$ cat config.mk
export PLATFORM = sky130hd
export DESIGN_NAME = stream_max_argmax
export DESIGN_NICKNAME = d
export VERILOG_FILES = /design/src/rtl/stream_max_pkg.sv /design/src/rtl/max_cmp.sv /design/src/rtl/stream_max_argmax.sv
export SDC_FILE = /design/constraint.sdc
export NUM_CORES = 1
export LEC_CHECK = 0
export CORE_ASPECT_RATIO = 1.2
export CORE_MARGIN = 3
export CORE_UTILIZATION = 51
export CTS_CLUSTER_SIZE = 24
export DETAILED_ROUTE_END_ITERATION = 10
export PLACE_DENSITY_LB_ADDON = 0.15
export SLEW_MARGIN = 40
export SYNTH_ARGS = -nofsm -noshare
export SYNTH_HDL_FRONTEND = slang
export SYNTH_HIERARCHICAL = 1
export SYNTH_SLANG_ARGS = --single-unit
$ cat constraint.sdc
create_clock -name clk -period 2.8 [get_ports clk]
set_input_delay 0.56 -clock clk [delete_from_list [all_inputs] [get_ports clk]]
set_output_delay 0.56 -clock clk [all_outputs]
set_load 0.01 [all_outputs]
$ cat src/rtl/stream_max_pkg.sv
// rtl/stream_max_pkg.sv - shared definitions for the streaming max/argmax block
//
// Purpose: FSM state encoding and the packet-length helper used by
//          stream_max_argmax and its bench.
// Ports:   none (package).

package stream_max_pkg;

  typedef enum logic {
    ACCUM = 1'b0,
    HOLD  = 1'b1
  } state_e;

  // Maximum packet length for a given index width.
  function automatic int max_len(input int size);
    return 1 << size;
  endfunction

endpackage

$ cat src/rtl/max_cmp.sv
// rtl/max_cmp.sv - combinational greater-than comparator, signed or unsigned
//
// Purpose: gt = (a > b), two's-complement when SIGNED != 0.
// Ports:   a, b  [WIDTH-1:0] operands
//          gt               strict greater-than result

module max_cmp #(
  parameter int WIDTH  = 8,
  parameter int SIGNED = 0
) (
  input  logic [WIDTH-1:0] a,
  input  logic [WIDTH-1:0] b,
  output logic             gt
);

  generate
    if (SIGNED != 0) begin : g_signed
      assign gt = $signed(a) > $signed(b);
    end else begin : g_unsigned
      assign gt = a > b;
    end
  endgenerate

endmodule

$ cat src/rtl/stream_max_argmax.sv
// rtl/stream_max_argmax.sv - streaming maximum / first-occurrence argmax over a packet
//
// Purpose: accepts one element per cycle until in_last, then holds a registered
//          result (max, argmax, count, overflow) until the consumer takes it.
// Ports:   clk, rst                       clock, synchronous active-high reset
//          in_valid/in_ready/in_data/in_last   element stream in
//          out_valid/out_ready            result handshake
//          out_max [WIDTH-1:0]            packet maximum
//          out_argmax [SIZE-1:0]          index of first maximum
//          out_count [SIZE:0]             element count, saturating at 2**SIZE
//          out_overflow                   packet longer than 2**SIZE elements

module stream_max_argmax
  import stream_max_pkg::*;
#(
  parameter int WIDTH  = 8,
  parameter int SIZE   = 3,
  parameter int SIGNED = 0
) (
  input  logic             clk,
  input  logic             rst,
  input  logic             in_valid,
  output logic             in_ready,
  input  logic [WIDTH-1:0] in_data,
  input  logic             in_last,
  output logic             out_valid,
  input  logic             out_ready,
  output logic [WIDTH-1:0] out_max,
  output logic [SIZE-1:0]  out_argmax,
  output logic [SIZE:0]    out_count,
  output logic             out_overflow
);

  localparam logic [SIZE:0] MAX_CNT = (SIZE + 1)'(max_len(SIZE));

  state_e            state_q, state_d;
  logic [SIZE:0]     cnt_q, cnt_d;
  logic              ovf_q, ovf_d;
  logic [WIDTH-1:0]  max_q, max_d;
  logic [SIZE-1:0]   arg_q, arg_d;
  logic [WIDTH-1:0]  out_max_q, out_max_d;
  logic [SIZE-1:0]   out_arg_q, out_arg_d;
  logic [SIZE:0]     out_cnt_q, out_cnt_d;
  logic              out_ovf_q, out_ovf_d;

  logic              gt;
  logic              take;
  logic              in_range;
  logic [WIDTH-1:0]  run_max;
  logic [SIZE-1:0]   run_arg;

  max_cmp #(
    .WIDTH  (WIDTH),
    .SIGNED (SIGNED)
  ) u_cmp (
    .a  (in_data),
    .b  (max_q),
    .gt (gt)
  );

  assign in_ready     = (state_q == ACCUM);
  assign out_valid    = (state_q == HOLD);
  assign out_max      = out_max_q;
  assign out_argmax   = out_arg_q;
  assign out_count    = out_cnt_q;
  assign out_overflow = out_ovf_q;

  assign take     = in_valid && in_ready;
  // Beats at index >= 2**SIZE are accepted but excluded from the compare;
  // the counter parks at MAX_CNT so argmax can never alias a low index.
  assign in_range = (cnt_q < MAX_CNT);

  // Running max/argmax including the current beat.
  always_comb begin
    run_max = max_q;
    run_arg = arg_q;
    if (cnt_q == '0) begin
      run_max = in_data;
      run_arg = '0;
    end else if (in_range && gt) begin
      run_max = in_data;
      run_arg = cnt_q[SIZE-1:0];
    end
  end

  always_comb begin
    state_d   = state_q;
    cnt_d     = cnt_q;
    ovf_d     = ovf_q;
    max_d     = max_q;
    arg_d     = arg_q;
    out_max_d = out_max_q;
    out_arg_d = out_arg_q;
    out_cnt_d = out_cnt_q;
    out_ovf_d = out_ovf_q;

    case (state_q)
      ACCUM: begin
        if (take) begin
          max_d = run_max;
          arg_d = run_arg;
          if (in_range) begin
            cnt_d = cnt_q + 1'b1;
          end else begin
            ovf_d = 1'b1;
          end
          if (in_last) begin
            out_max_d = run_max;
            out_arg_d = run_arg;
            out_cnt_d = in_range ? cnt_q + 1'b1 : cnt_q;
            out_ovf_d = ovf_q | ~in_range;
            // Result is captured; running state restarts for the next packet.
            cnt_d     = '0;
            ovf_d     = 1'b0;
            state_d   = HOLD;
          end
        end
      end
      HOLD: begin
        if (out_ready) begin
          state_d = ACCUM;
        end
      end
      default: state_d = ACCUM;
    endcase
  end

  always_ff @(posedge clk) begin
    if (rst) begin
      state_q   <= ACCUM;
      cnt_q     <= '0;
      ovf_q     <= 1'b0;
      max_q     <= '0;
      arg_q     <= '0;
      out_max_q <= '0;
      out_arg_q <= '0;
      out_cnt_q <= '0;
      out_ovf_q <= 1'b0;
    end else begin
      state_q   <= state_d;
      cnt_q     <= cnt_d;
      ovf_q     <= ovf_d;
      max_q     <= max_d;
      arg_q     <= arg_d;
      out_max_q <= out_max_d;
      out_arg_q <= out_arg_d;
      out_cnt_q <= out_cnt_d;
      out_ovf_q <= out_ovf_d;
    end
  end

endmodule

==> flow_summary.toml <==
[status]
status = "finished clean"

[timing]
setup_tns_ps = 0
drv_slew = 0
maxSlewHeadroom_pct = 58.1
fin_crit_ps = 2420
worst_pin_slew_ps = 628
final-setup-viol-count = 0
skew_ps = 8.41
fmax_ghz = 0.413
hold_viol_final = 0
rsz0062_at_grt = "false"
post-route-period-util_pct = 86.5

[final_layout]
final_cell_mix = "33 x dfxtp_1, 30 x clkdlybuf4s50_1, 19 x nor2_1"
seq_area_sq_um = 661
final_util_pct = 68.8
layout_commonest_cell = "dfxtp_1"
n_antenna_cell = 0
drive_gt1_share_pct = 10.0
multi_input_comb_area_sq_um = 843
syn_to_final_growth_pct = 25.1
nets = 222
nFillCells = 248

[cts]
post_cts_resized = 0
clockBufferDepth = 2
cts_setup_buffers = 0
cts_inserted_buffers = 5
htreeDepth = 2
cts_tree = "yes"
clkSinkCount = 33
cts_hold_buf = 0
path_clk_slew_ps = 100
clock-root-buffer = "clkbuf_4"
clk_latency_ps = 330

[synth]
synth_top_family_by_area = "compound AO/OA/AOI/OAI gates"
syn_avg_cell_area_sq_um = 9.76
synth_mux_area_share_pct = 10.1
synth_compound_area_share_pct = 21.0
netlist_area_sq_mm = 0.00159
synth_cells = 163
yosysTopAreaCell = "dfxtp_1"
syn-num-nets = 186
synth_top_area_share_pct = 41.5
yosys.area_share.simple_pct = 13.0
synth.distinct_cells = 37
ys_warn_count = 6
yosys-top-cells-area = "dfxtp_1 42%, mux2i_1 10%, ha_1 7.9%"
synth-adder-area-share_pct = 7.87
synth_xor_area_share_pct = 1.10
ys_seq_elements = 33
synth_sequential_area_ratio_pct = 41.5

[critical_path]
startpoint_type = "input port"
r2r_end = "max_q[7]$_SDFFE_PP0P_"
reg2reg_slack_ps = 690
endpoint_kind = "flip-flop"
slowest_stage = "clkdlybuf4s50_1"
crit_type = "input port to flip-flop"
timing.critical_path.slowest_cell_delay_ps = 460
arrival_ps = 2640
r2r_cells = 11
crit_fanout = 4
cp.required_ps = 3020
worstReg2RegStart = "max_q[1]$_SDFFE_PP0P_"
cp_cell_sequence = "clkdlybuf4s50_1 -> ha_1 -> nor2b_4 -> o211ai_2 -> a21oi_2 -> o22a_1 -> inv_1 -> a211oi_4 -> buf_4 -> mux2i_1 -> nor2_1"

[floorplanning]
die_x_um = 57.0
die-area_sq_mm = 0.00383
coreArea_sq_mm = 0.00289
io_pins = 31
start_util_pct = 55.0
rows = 21
die_y_um = 67.2

[placement]
place_congestion = 0.895
io_buffers = 30
dp_hpwl_um = 2550

[routing]
wirelength_um = 3410
dr.pass1.iters = 4
drcViolationCount = 0
vias = 1319
routedWlPerCell_um = 14.6
vias_per_cell = 5.64
antenna_left = 0
drtIter0Drc = 38

[power]
p_leak_nw = 0.802
ir_drop_mv = 0.421
power.density_mw_per_mm2 = 475
total_power_w = 0.000946

[global_routing]
grt_pass1_vias = 1318
grt_max_degree = 20
grt_usage_pct = 19.8
antenna_found_initial = 0
overflow = 0
grt_pass1_wl_um = 5790

[run]
drv_cap = 0

[min_path]
hold_path_startpoint = "out_count[2]$_SDFFE_PP0P_"
hold_path_depth = 1
hold_end = "out_count[2]$_SDFFE_PP0P_"
hold_class = "flip-flop to flip-flop"
-- flip-flops by register name, indices dropped and copies added, names as in the netlist --
name          cells
ovf_q             1
arg_q             3
out_max           8
out_count         4
cnt_q             4
out_argmax        3
out_valid         1
max_q             8
out_overflow      1
-- power breakdown --
group	internal (W)	total (W)	switching [W]	leakage (nW)
clock network	0.000100	0.000251	0.000151	0.0265
logic	0.0000945	0.000187	0.0000922	0.506
registers	0.000492	0.000508	0.0000160	0.270
-- worst max-delay path: cells and delay by family --
kind / cells / cell delay [ps]
AOI/OAI and AO/OA: 4 / 610
adders and majority gates: 1 / 330
buffers and inverters: 3 / 750
muxes: 1 / 180
and+or+nand+nor: 2 / 200
-- metrics by stage --
step	area (sq um)	setup WS (ps)	std cells	hold slack, ps
floorplan	1590	559	163	472
global placement	1940	97.2	226	444
detailed placement	1940	34.9	226	445
CTS	1990	400	234	475
global route	1990	245	234	491
finish	1990	378	234	472
-- cell usage after synthesis, drive strengths merged --
cell type,n
nand4,2
nor4,1
dfxtp,33
mux2i,16
xnor2,1
a21oi,9
o2bb2ai,14
o31ai,1
nor3,1
a31oi,2
ha,10
and2,1
nand2b,4
a22oi,1
xor2,1
nor2,20
a2111oi,1
inv,13
nand3b,1
o22a,1
nor2b,4
buf,6
o211ai,1
a32oi,1
a211oi,6
and2b,1
clkbuf,1
nand2,3
o21ai,7
-- layout make-up --
| class | count | area share, % |
|---|---|---|
| clock buffer | 8 | 2.45 |
| sequential | 33 | 33.2 |
| tap | 34 | 2.14 |
| inverter | 13 | 2.45 |
| multi-input combinational | 110 | 42.4 |
| timing repair buffer | 36 | 17.4 |
-- cells by family after synthesis --
| family | after synthesis |
|---|---|
| AO/OA/AOI/OAI | 44 |
| AND/OR/NAND/NOR | 38 |
| flip-flops | 33 |
| buffers and inverters | 20 |
| multiplexers | 16 |
| adder cells (fa/ha/maj) | 10 |
| XOR/XNOR | 2 |
-- how the worst max path moves through the flow --
stage	start	end	slack, ps	cells after the start
2_1_floorplan	in_data[1]	max_q[0]$_SDFFE_PP0P_	560	9
3_3_place_gp	in_data[1]	max_q[4]$_SDFFE_PP0P_	100	11
3_5_place_dp	in_data[1]	max_q[4]$_SDFFE_PP0P_	30	11
4_1_cts	in_data[1]	max_q[7]$_SDFFE_PP0P_	400	11
5_1_grt	in_data[1]	max_q[7]$_SDFFE_PP0P_	250	11
6_report	in_data[1]	max_q[7]$_SDFFE_PP0P_	380	11
-- per-layer routing --
layer  vias to the layer above  global-route usage (%)  routed length (um)
met4                         0                    10.7                  76
li1                        654                       -                   -
met3                         6                    5.54                 187
met2                        34                    35.7                1680
met5                         -                       0                   0
met1                       625                    20.7                1470
Power figures use the tool's default switching activity.
